--- src/rtl/sram_mem_controller_if.sv ---
// Bundle between the MEM stage, the SRAM controller and the SRAM pins.
// master = pipeline/SRAM side, slave = controller.
interface sram_mem_controller_if;
    logic        mem_read;
    logic        mem_write;
    logic [31:0] address;
    logic [31:0] wdata;
    logic [31:0] rdata;
    logic        ready;
    logic [17:0] sram_addr;
    logic [15:0] sram_dq_o;
    logic        sram_dq_oe;
    logic [15:0] sram_dq_i;
    logic        sram_we_n;

    modport master (
        output mem_read, mem_write, address, wdata, sram_dq_i,
        input  rdata, ready, sram_addr, sram_dq_o, sram_dq_oe, sram_we_n
    );

    modport slave (
        input  mem_read, mem_write, address, wdata, sram_dq_i,
        output rdata, ready, sram_addr, sram_dq_o, sram_dq_oe, sram_we_n
    );
endinterface

--- src/rtl/sram_mem_controller.sv ---
// MEM-stage to 16-bit async SRAM sequencer: each 32-bit word is two halves.
// Optional macro SRAM_LASTREAD_EN: last-load tag lets repeat loads skip the SRAM.
module sram_mem_controller #(
    parameter int unsigned WAIT_CYCLES = 2,
    parameter int unsigned ADDR_BASE   = 1024
) (
    input  logic                 clk,
    input  logic                 rst_n,
    sram_mem_controller_if.slave bus
);
    localparam int unsigned CW = (WAIT_CYCLES > 1) ? $clog2(WAIT_CYCLES) : 1;
    localparam logic [CW-1:0] CNT_LAST = CW'(WAIT_CYCLES - 1);

    typedef enum logic [1:0] {
        S_IDLE,
        S_LO,
        S_HI,
        S_DONE
    } state_t;

    state_t        r_state;
    state_t        w_state_nxt;
    logic [CW-1:0] r_cnt;
    logic [CW-1:0] w_cnt_nxt;

    logic          r_op_wr;
    logic [31:0]   r_waddr;
    logic [31:0]   r_wdata;
    logic [31:0]   r_rdata;
    logic [17:0]   r_saddr;
    logic [15:0]   r_dq_o;
    logic          r_oe;
    logic          r_we_n;

    logic          w_req;
    logic [31:0]   w_waddr;
    logic          w_last;
    logic          w_hit;
    logic          w_accept;
    logic          w_lo_end;
    logic          w_hi_end;
    logic          w_unused;

    assign w_req    = bus.mem_read | bus.mem_write;
    assign w_waddr  = (bus.address - ADDR_BASE) >> 2;
    assign w_last   = (r_cnt == CNT_LAST);
    assign w_accept = (r_state == S_IDLE) & w_req & ~w_hit;
    assign w_lo_end = (r_state == S_LO) & w_last;
    assign w_hi_end = (r_state == S_HI) & w_last;
    assign w_unused = ^{w_waddr[31:17], r_waddr[31:17]};

`ifdef SRAM_LASTREAD_EN
    logic [31:0] r_tag;
    logic        r_tag_vld;

    assign w_hit = bus.mem_read & ~bus.mem_write & r_tag_vld
                 & (r_tag == w_waddr);

    // Remember the word of the last completed load; any store forgets it
    always_ff @(posedge clk or negedge rst_n) begin
        if (!rst_n) begin
            r_tag     <= '0;
            r_tag_vld <= 1'b0;
        end else if ((r_state == S_IDLE) && bus.mem_write) begin
            r_tag_vld <= 1'b0;
        end else if (w_hi_end && !r_op_wr) begin
            r_tag     <= r_waddr;
            r_tag_vld <= 1'b1;
        end
    end
`else
    assign w_hit = 1'b0;
`endif

    // State and half-cycle counter register
    always_ff @(posedge clk or negedge rst_n) begin
        if (!rst_n) begin
            r_state <= S_IDLE;
            r_cnt   <= '0;
        end else begin
            r_state <= w_state_nxt;
            r_cnt   <= w_cnt_nxt;
        end
    end

    // Next state: two halves of WAIT_CYCLES each, then one DONE cycle
    always_comb begin
        w_state_nxt = r_state;
        w_cnt_nxt   = r_cnt;
        case (r_state)
            S_IDLE: begin
                w_cnt_nxt = '0;
                if (w_req) begin
                    w_state_nxt = w_hit ? S_DONE : S_LO;
                end
            end
            S_LO: begin
                if (w_last) begin
                    w_state_nxt = S_HI;
                    w_cnt_nxt   = '0;
                end else begin
                    w_cnt_nxt = r_cnt + 1'b1;
                end
            end
            S_HI: begin
                if (w_last) begin
                    w_state_nxt = S_DONE;
                    w_cnt_nxt   = '0;
                end else begin
                    w_cnt_nxt = r_cnt + 1'b1;
                end
            end
            S_DONE: begin
                w_state_nxt = S_IDLE;
                w_cnt_nxt   = '0;
            end
            default: begin
                w_state_nxt = S_IDLE;
                w_cnt_nxt   = '0;
            end
        endcase
    end

    // Latch the request and drive SRAM pins from registers, one step ahead
    always_ff @(posedge clk or negedge rst_n) begin
        if (!rst_n) begin
            r_op_wr <= 1'b0;
            r_waddr <= '0;
            r_wdata <= '0;
            r_rdata <= '0;
            r_saddr <= '0;
            r_dq_o  <= '0;
            r_oe    <= 1'b0;
            r_we_n  <= 1'b1;
        end else if (w_accept) begin
            r_op_wr <= bus.mem_write;
            r_waddr <= w_waddr;
            r_wdata <= bus.wdata;
            r_saddr <= {w_waddr[16:0], 1'b0};
            r_dq_o  <= bus.wdata[15:0];
            r_oe    <= bus.mem_write;
            r_we_n  <= ~bus.mem_write;
        end else if (w_lo_end) begin
            r_saddr <= {r_waddr[16:0], 1'b1};
            r_dq_o  <= r_wdata[31:16];
            if (!r_op_wr) begin
                r_rdata[15:0] <= bus.sram_dq_i;
            end
        end else if (w_hi_end) begin
            r_oe   <= 1'b0;
            r_we_n <= 1'b1;
            if (!r_op_wr) begin
                r_rdata[31:16] <= bus.sram_dq_i;
            end
        end
    end

    assign bus.ready = ((r_state == S_IDLE) && !w_req)
                     || (r_state == S_DONE);
    assign bus.rdata      = r_rdata;
    assign bus.sram_addr  = r_saddr;
    assign bus.sram_dq_o  = r_dq_o;
    assign bus.sram_dq_oe = r_oe;
    assign bus.sram_we_n  = r_we_n;
endmodule

--- src/flat_wrapper.sv ---
// flat-port wrapper written by rule: the top's interface ports become plain ports
module sram_mem_controller_flat 
#(
    parameter int unsigned WAIT_CYCLES = 2,
    parameter int unsigned ADDR_BASE   = 1024
)
  (clk, rst_n, bus_mem_read, bus_mem_write, bus_address, bus_wdata, bus_sram_dq_i, bus_rdata, bus_ready, bus_sram_addr, bus_sram_dq_o, bus_sram_dq_oe, bus_sram_we_n);
  sram_mem_controller_if bus_i ();
  input  logic clk;
  input  logic rst_n;
  input wire logic [$bits(bus_i.mem_read)-1:0] bus_mem_read;
  input wire logic [$bits(bus_i.mem_write)-1:0] bus_mem_write;
  input wire logic [$bits(bus_i.address)-1:0] bus_address;
  input wire logic [$bits(bus_i.wdata)-1:0] bus_wdata;
  input wire logic [$bits(bus_i.sram_dq_i)-1:0] bus_sram_dq_i;
  output wire logic [$bits(bus_i.rdata)-1:0] bus_rdata;
  output wire logic [$bits(bus_i.ready)-1:0] bus_ready;
  output wire logic [$bits(bus_i.sram_addr)-1:0] bus_sram_addr;
  output wire logic [$bits(bus_i.sram_dq_o)-1:0] bus_sram_dq_o;
  output wire logic [$bits(bus_i.sram_dq_oe)-1:0] bus_sram_dq_oe;
  output wire logic [$bits(bus_i.sram_we_n)-1:0] bus_sram_we_n;
  assign bus_i.mem_read = bus_mem_read;
  assign bus_i.mem_write = bus_mem_write;
  assign bus_i.address = bus_address;
  assign bus_i.wdata = bus_wdata;
  assign bus_i.sram_dq_i = bus_sram_dq_i;
  assign bus_rdata = bus_i.rdata;
  assign bus_ready = bus_i.ready;
  assign bus_sram_addr = bus_i.sram_addr;
  assign bus_sram_dq_o = bus_i.sram_dq_o;
  assign bus_sram_dq_oe = bus_i.sram_dq_oe;
  assign bus_sram_we_n = bus_i.sram_we_n;
  sram_mem_controller #(.WAIT_CYCLES(WAIT_CYCLES), .ADDR_BASE(ADDR_BASE)) u_core (.clk(clk), .rst_n(rst_n), .bus(bus_i));
endmodule
--- config.mk ---
export PLATFORM = sky130hd
export DESIGN_NAME = sram_mem_controller_flat
export DESIGN_NICKNAME = d
export VERILOG_FILES = /design/src/rtl/sram_mem_controller_if.sv /design/src/rtl/sram_mem_controller.sv /design/src/flat_wrapper.sv
export SDC_FILE = /design/constraint.sdc
export NUM_CORES = 1
export LEC_CHECK = 0
export CAP_MARGIN = 5
export CORE_MARGIN = 5
export CORE_UTILIZATION = 25
export CTS_BUF_LIST = sky130_fd_sc_hd__clkbuf_4 sky130_fd_sc_hd__clkbuf_8
export DETAILED_ROUTE_END_ITERATION = 8
export GPL_TIMING_DRIVEN = 0
export HOLD_SLACK_MARGIN = 0.1
export PLACE_DENSITY_LB_ADDON = 0.15
export SYNTH_ARGS = -nofsm -noshare
export SYNTH_HDL_FRONTEND = slang
export SYNTH_SLANG_ARGS = --single-unit
--- constraint.sdc ---
create_clock -name clk -period 3.7 [get_ports clk]
set_input_delay 1.11 -clock clk [delete_from_list [all_inputs] [get_ports clk]]
set_output_delay 1.11 -clock clk [all_outputs]
set_load 0.02 [all_outputs]
; ---- Yosys cells after proc, flatten, opt, wreduce, memory -nomap -nowiden
; Index checks and enable logic that the tools add are counted.
[word_totals]
ff_bits = 121
elab_cells = 56
in_bits = 84
out_inout_bits = 69
[classes]
muxes = 16
bitwise = 8
reduce_logical = 12
n_eq_ne = 7
n_addsub = 2
[op_table]
columns = cell, n
row1 = $mux 18, 2
row2 = $mux 16, 2
row3 = $sub 19x11->19 const B, 1
row4 = $ne 2x1->1 const B, 4
row5 = $pmux 2 s4, 1
row6 = $mux 1, 7
row7 = $mux 2, 3
row8 = $reduce_and 3->1, 2
row9 = $eq 2x2->1 const B, 2
row10 = $not 1->1, 4
row11 = $reduce_and 4->1, 1
row12 = $reduce_bool 2->1, 2
row13 = $reduce_or 2->1, 2
row14 = $and 1x1->1, 3
row15 = $eq 2x1->1 const B, 1
row16 = $logic_not 2->1, 1
row17 = $pmux 1 s2, 1
row18 = $reduce_and 2->1, 1
row19 = $add 1x1->1 const B, 1
row20 = $logic_and 1x1->1, 1
row21 = $logic_not 1->1, 1
row22 = $logic_or 1x1->1, 1
row23 = $or 1x1->1, 1

; ---- Longest topological paths before layout
; Gate-level depths: netlist (run 1).
[depth]
ltp_word = 5
depth_mapped = 8
ltp_nobuf = 5

; ---- Worst setup path before layout (run 1)
; OpenSTA, ideal clock, no wires.
[synth_path]
path_type = input port to output port
from = input port bus_mem_write
to = output port bus_ready
setup_slack_ns = 1.145
path_stages = 2
path_buffers = 0
required_time_ns = 2.590
t_arrival_ns = 1.445
cell_sequence = nor2_1 -> a21o_1
[synth_between]
elab_chain_cells = 4
[synth_rtl]
columns = element, line
row1 = from (decl), flat_wrapper.sv:12  ; input wire logic [$bits(bus_i.mem_write)-1:0] bus_mem_write;
row2 = $or 1x1->1, sram_mem_controller.sv:44  ; assign w_req = bus.mem_read | bus.mem_write;
row3 = $logic_not 1->1, sram_mem_controller.sv:158  ; assign bus.ready = ((r_state == S_IDLE) && !w_req)
row4 = $logic_and 1x1->1, sram_mem_controller.sv:158
row5 = $logic_or 1x1->1, sram_mem_controller.sv:159  ; || (r_state == S_DONE);
row6 = to (decl), flat_wrapper.sv:17  ; output wire logic [$bits(bus_i.ready)-1:0] bus_ready;
; Every way passes these cells.

; ---- Final worst setup path (run 1)
; Same ends and word-level chain as after synthesis.

==> out/results.tsv, run 1 <==
metric	value	unit
H-tree levels	3	
nets	645	
maximum number of pins on one net before global-route repair	68	
status	complete, no violations	
setup repair after global routing missed its margin	false	
worst hold margin	488	ps
core utilization of the finished layout	36.3	%
netlist area before placement	4390	um2
setup skew after layout	11.8	ps
worst-case setup slack after placement	10.1	ps
hold_sp	u_core.r_wdata[25]$_DFFE_PN0P_	
number of buffer cells added on primary ports	137	
via count	3439	
number of global-route vias before repair	3768	
final count of negative-setup-slack endpoints	0	
worst-path fanout max	6	
antenna violations before repair	0	
Crit. Startpoint	bus_mem_write	
final critical-path required period	3280	ps
cell count after synthesis	406	
power per cell area	875	nW/um2
most used cells in the layout excluding fill and tap cells	135 x sky130_fd_sc_hd__clkdlybuf4s50_1, 115 x sky130_fd_sc_hd__nand2_1, 104 x sky130_fd_sc_hd__dfrtp_1, 33 x sky130_fd_sc_hd__mux2_2, 32 x sky130_fd_sc_hd__nor2_1	
worst setup path category	input port to output port	
CTS tree	yes	
Maximum Capacitance Violations	0	
Reg-to-Reg Start	u_core.r_state[1]$_DFFE_PN0P_	
count of routing violations after the opening detailed-route iteration	225	
global-route usage over all layers	13.0	%
max_slew headroom	55.0	%
antenna-violating nets left	0	
worst hold path cell count	2	
data arrival time at the worst-slack endpoint	2170	ps
wire length of the first global-routing pass	20500	um
startpoint kind of the worst setup timing path	input port	
CP Capture Type	output port	
peak clock frequency supported by timing	305	MHz
register-to-register setup slack	1370	ps
TNS Setup	0	ps
slowest cell delay on critical path	570	ps
mean post-synth cell area	10.8	um2
number of clock sinks	105	
Tightest Hold Check Type	flip-flop to flip-flop	
number of setup buffers added after CTS	0	
clock insertion delay at the later pin of the skew report	380	ps
full die area	20300	um2
cell leakage power	0.00279	uW
number of antenna repair diodes	0	
core area	17300	um2
GR Overflow Total	0	
Net Count, Synth	496	
worst-case hold path end point	u_core.r_wdata[25]$_DFFE_PN0P_	
number of synthesized register bits	105	
first-pass iteration count of the detailed router	4	
Final Slew Violations	0	
Die H	143	um
warning count from the yosys run	0	
Detail Placement HPWL	9510	um
buffer and inverter count on the worst path	2	
clock-pin slew on the worst setup and hold paths	100	ps
area added between synthesis and finish	42.7	%
fillers	1732	
required time worst endpoint	2590	ps
post-route DRC violation count	0	
fraction of layout instances using a drive strength above 1	11.4	%
actual slew at the worst max-slew pin	671	ps
slowest stage cell, crit path	sky130_fd_sc_hd__clkdlybuf4s50_1	
Top delay family on crit path	buffers and inverters	
CTS max path bufs	2	
hold violation total from the final report	0	
average routed wire per standard cell	16.6	um
final cycle utilization of the critical path	88.7	%
die span in x	143	um
number of placement rows	48	
Initial Util	25.4	%
boundary pin count	153	
clock tree root driver cell	sky130_fd_sc_hd__clkbuf_8	
Setup WS post-layout	418	ps
sequential area share after synthesis	59.8	%
Post-Route WL	13000	um
logic depth of the worst register-to-register path	6	
clock buffers created by TritonCTS	9	
critical-path cell list	clkdlybuf4s50_1 -> nor2_1 -> a21o_1 -> dlymetal6s2s_1	
average via count per standard cell	4.39	
commonest non-fill, non-tap cell in the layout	sky130_fd_sc_hd__clkdlybuf4s50_1	
endpoint of the worst register-to-register path	u_core.bus.rdata[6]$_DFFE_PN0P_	
worst voltage drop across the vdd grid	0.245	mV
final weighted congestion in routability-driven placement	0.752	
number of different library cells in the post-synthesis netlist	39	
==> cell usage after synthesis, drive strengths merged <==
master	number	area, um2
and2	2	12.5
a311oi	3	26.3
a21o	1	7.51
nor2b	2	12.5
nor2	32	120
o21a	1	7.51
a21oi	5	25.0
nor3	7	51.3
clkbuf	10	37.5
o31a	1	8.76
nor3b	1	7.51
dfstp	1	26.3
and4	3	26.3
nand2	116	438
mux2i	12	120
a31oi	17	106
ha	6	75.1
o21ai	11	55.1
and3	4	25.0
a32oi	1	8.76
a32o	1	10.0
inv	6	22.5
xnor2	1	8.76
a211oi	8	60.1
a22o	1	8.76
a221oi	1	8.76
mux2	33	372
buf	11	72.6
nand3b	1	7.51
nor4	1	6.26
xor2	1	8.76
o2bb2ai	1	8.76
dfrtp	104	2600
==> worst reg2reg max path, cell delays in order (launching register included) <==
cell	delay, ps
sky130_fd_sc_hd__dfrtp_1	420
sky130_fd_sc_hd__inv_1	110
sky130_fd_sc_hd__ha_1	300
sky130_fd_sc_hd__nand2_2	230
sky130_fd_sc_hd__nor3_2	570
sky130_fd_sc_hd__buf_6	250
sky130_fd_sc_hd__mux2_2	340
==> what timing repair did <==
action	CTS	global route
setup endpoints to repair	0	1
hold buffers	0	0
gates resized for setup	0	1
==> worst max path at each step <==
stage,to,slack [ps],depth (start not counted)
after global placement,u_core.bus.sram_addr[5]$_DFFE_PN0P_,-2600,1
after CTS,bus_ready,4,4
after floorplan,bus_ready,1150,2
after detailed placement,bus_ready,10,4
after global routing,bus_ready,320,4
final,bus_ready,420,4
==> cell families after synthesis <==
| kind of cell | after synthesis | synth area share [%] |
|---|---|---|
| xor+xnor | 2 | 0.399 |
| fa+ha+maj | 6 | 1.71 |
| buf+inv | 27 | 3.02 |
| compound gates | 52 | 7.77 |
| simple gates | 169 | 16.1 |
| mux | 45 | 11.2 |
| flops | 105 | 59.8 |
==> power breakdown <==
part / leakage [uW] / total (uW) / switching, uW / internal, uW
clock network: 0.000103 / 738 / 400 / 338
registers: 0.00124 / 2060 / 319 / 1740
logic: 0.00145 / 2690 / 1430 / 1260
total: 0.00279 / 5490 / 2150 / 3340
==> registers in the layout, indices dropped and copies added, names as in the netlist <==
register / count
u_core.bus.sram_addr: 18
u_core.r_op_wr: 1
u_core.r_wdata: 16
u_core.bus.sram_dq_oe: 1
u_core.bus.rdata: 32
u_core.r_waddr: 17
u_core.bus.sram_we_n: 1
u_core.bus.sram_dq_o: 16
u_core.r_state: 2
u_core.r_cnt: 1
==> routing by layer <==
layer	GRT usage (%)	wire length [um]	up-vias
li1	-	-	1667
met1	15.9	5570	1695
met5	0	0	-
met4	5.10	184	0
met2	22.8	6750	66
met3	2.25	504	11
==> metrics by stage <==
stage | power (uW) | instances | cell area (um2)
6_report | 5490 | 784 | 6270
5_1_grt | 5900 | 784 | 6270
4_1_cts | 5610 | 784 | 6270
3_5_place_dp | 4840 | 769 | 6070
3_3_place_gp | 4780 | 768 | 6050
2_1_floorplan | 3530 | 406 | 4390
==> final cells by class <==
type	count	area [um2]	share of cell area [%]
Clock inverter	4	52.6	0.838
Multi-Input combinational cell	274	1630	26.0
Sequential cell	105	2630	41.9
Tap cell	225	282	4.49
Inverter	6	22.5	0.359
Clock buffer	11	145	2.31
Buffer	21	110	1.76
Timing Repair Buffer	138	1400	22.3
Note: power is estimated with default switching activity, not from simulation.
==> run 2, diff against run 1 <==
- MAX_ROUTING_LAYER: not set -> met4
==> run 2 against run 1 <==
Critical path depth did not move; non-clock buffer count is the same; total power hardly changed; maximum frequency did not move; routed wire length rose by 0.13%; sequential share of layout area unchanged; global-route usage increased by 0.42 points; largest cell class unchanged; largest power group unchanged.
==> out/results.tsv, run 2 (synthesized netlist as in run 1, its figures left out) <==
metric	value	unit	change
status	complete, no violations		unchanged
hold violation total from the final report	0		unchanged
number of clock sinks	105		unchanged
Detail Placement HPWL	9510	um	unchanged
CTS max path bufs	2		unchanged
final count of negative-setup-slack endpoints	0		unchanged
core utilization of the finished layout	36.3	%	unchanged
global-route usage over all layers	13.4	%	was 13.0%
register-to-register setup slack	1360	ps	was 1370 ps
number of global-route vias before repair	3761		was 3,768
final cycle utilization of the critical path	88.7	%	about the same
TNS Setup	0	ps	unchanged
actual slew at the worst max-slew pin	670	ps	was 671 ps
area added between synthesis and finish	42.7	%	unchanged
final critical-path required period	3280	ps	about the same
worst setup path category	input port to output port		unchanged
number of flip-flops in the largest register	32		unchanged
clock tree root driver cell	sky130_fd_sc_hd__clkbuf_8		unchanged
wire length of the first global-routing pass	20500	um	about the same
clock-pin slew on the worst setup and hold paths	100	ps	about the same
total number of cells along the worst setup path	4		unchanged
most used cells in the layout excluding fill and tap cells	135 x sky130_fd_sc_hd__clkdlybuf4s50_1, 115 x sky130_fd_sc_hd__nand2_1, 104 x sky130_fd_sc_hd__dfrtp_1, 33 x sky130_fd_sc_hd__mux2_2, 32 x sky130_fd_sc_hd__nor2_1		unchanged
FF+latch area	2630	um2	unchanged
setup repair after global routing missed its margin	false		unchanged
full die area	20300	um2	unchanged
worst-path fanout max	6		unchanged
number of buffer cells added on primary ports	137		unchanged
slowest stage cell, crit path	sky130_fd_sc_hd__clkdlybuf4s50_1		unchanged
fillers	1732		unchanged
buffer and inverter count on the worst path	2		unchanged
worst voltage drop across the vdd grid	0.245	mV	about the same
boundary pin count	153		unchanged
Die H	143	um	unchanged
first-pass iteration count of the detailed router	4		unchanged
capturing element of the worst setup path	bus_ready		unchanged
number of antenna repair diodes	0		unchanged
Reg-to-Reg Start	u_core.r_state[1]$_DFFE_PN0P_		unchanged
Tightest Hold Check Type	flip-flop to flip-flop		unchanged
cell leakage power	0.00279	uW	unchanged
Maximum Capacitance Violations	0		unchanged
maximum number of pins on one net before global-route repair	68		unchanged
H-tree levels	3		unchanged
Post-Route WL	13000	um	about the same
nets	645		unchanged
count of routing violations after the opening detailed-route iteration	224		was 225
average via count per standard cell	4.40		was 4.39
commonest non-fill, non-tap cell in the layout	sky130_fd_sc_hd__clkdlybuf4s50_1		unchanged
logic depth of the worst register-to-register path	6		unchanged
die span in x	143	um	unchanged
CTS tree	yes		unchanged
endpoint of the worst register-to-register path	u_core.bus.rdata[6]$_DFFE_PN0P_		unchanged
fraction of layout instances using a drive strength above 1	11.4	%	unchanged
required time worst endpoint	2590	ps	about the same
Top delay family on crit path	buffers and inverters		unchanged
core area	17300	um2	unchanged
startpoint kind of the worst setup timing path	input port		unchanged
GR Overflow Total	0		unchanged
antenna violations before repair	0		unchanged
Initial Util	25.4	%	unchanged
peak clock frequency supported by timing	305	MHz	unchanged
number of placement rows	48		unchanged
setup skew after layout	12.9	ps	was 11.8 ps
Final Slew Violations	0		unchanged
power per cell area	875	nW/um2	about the same
final weighted congestion in routability-driven placement	0.762		was 0.752
CP Capture Type	output port		unchanged
post-route DRC violation count	0		unchanged
clock buffers created by TritonCTS	9		unchanged
average routed wire per standard cell	16.6	um	about the same
via count	3450		was 3,439
max_slew headroom	55.1	%	was 55.0%
Crit. Startpoint	bus_mem_write		unchanged
slowest cell delay on critical path	570	ps	about the same
critical-path cell list	clkdlybuf4s50_1 -> nor2_1 -> a21o_1 -> dlymetal6s2s_1		unchanged
multi-input gate area in the final layout	1630	um2	unchanged
clock insertion delay at the later pin of the skew report	380	ps	about the same
antenna-violating nets left	0		unchanged
data arrival time at the worst-slack endpoint	2170	ps	about the same
-- run 2: worst register-to-register path: stages, from the launching register on --
cell and delay (ps):
sky130_fd_sc_hd__dfrtp_1 420, sky130_fd_sc_hd__inv_1 110, sky130_fd_sc_hd__ha_1 310, sky130_fd_sc_hd__nand2_2 240, sky130_fd_sc_hd__nor3_2 570, sky130_fd_sc_hd__buf_6 250
sky130_fd_sc_hd__mux2_2 340
-- run 2: what timing repair did --
action	CTS	global route
setup buffers	0	0
hold buffers	0	0
endpoints found under the hold margin	0	0
setup endpoints to repair	0	1
gates resized for setup	0	1
-- run 2: area by class of cell --
cell class / count / share of cell area [%]
plain buffers: 21 / 1.76
clock buffers: 11 / 2.31
clock inverters: 4 / 0.838
inverters: 6 / 0.359
multi-input cells: 274 / 26.0
flip-flops and latches: 105 / 41.9
well taps: 225 / 4.49
repair buffers: 138 / 22.3
-- run 2: how the worst min path moves through the flow --
stage,depth (start not counted),endpoint,from
2_1_floorplan,2,u_core.r_waddr[9]$_DFFE_PN0P_,u_core.r_waddr[9]$_DFFE_PN0P_
3_3_place_gp,2,u_core.r_waddr[3]$_DFFE_PN0P_,u_core.r_waddr[3]$_DFFE_PN0P_
3_5_place_dp,2,u_core.r_wdata[29]$_DFFE_PN0P_,u_core.r_wdata[29]$_DFFE_PN0P_
4_1_cts,2,u_core.r_wdata[29]$_DFFE_PN0P_,u_core.r_wdata[29]$_DFFE_PN0P_
5_1_grt,2,u_core.r_waddr[1]$_DFFE_PN0P_,u_core.r_waddr[1]$_DFFE_PN0P_
6_report,2,u_core.r_waddr[1]$_DFFE_PN0P_,u_core.r_waddr[1]$_DFFE_PN0P_
-- run 2: report_power, final --
| group | internal, uW | total, uW | switching (uW) |
|---|---|---|---|
| registers | 1740 | 2060 | 319 |
| logic | 1260 | 2700 | 1430 |
| clock network | 338 | 737 | 398 |
| total | 3340 | 5490 | 2150 |
-- run 2: routing by layer --
layer / global-route usage, % / part of all wire (%) / vias to the layer above
li1: - / - / 1668
met2: 22.6 / 52 / 77
met5: - / 0 / -
met3: 2.08 / 3.8 / 12
met1: 16.2 / 43 / 1693
met4: 5.10 / 1.4 / 0
-- run 2: per-stage QoR --
stage / hold slack [ps] / instance area (um2) / instances / setup WS (ps) / total power, uW
global route: 510 / 6270 / 784 / 320 / 5900
finish: 488 / 6270 / 784 / 418 / 5490
detailed placement: 464 / 6070 / 769 / 10.1 / 4840
floorplan: 442 / 4390 / 406 / 1150 / 3530
global placement: 456 / 6050 / 768 / -2600 / 4780
CTS: 487 / 6270 / 784 / 3.85 / 5610
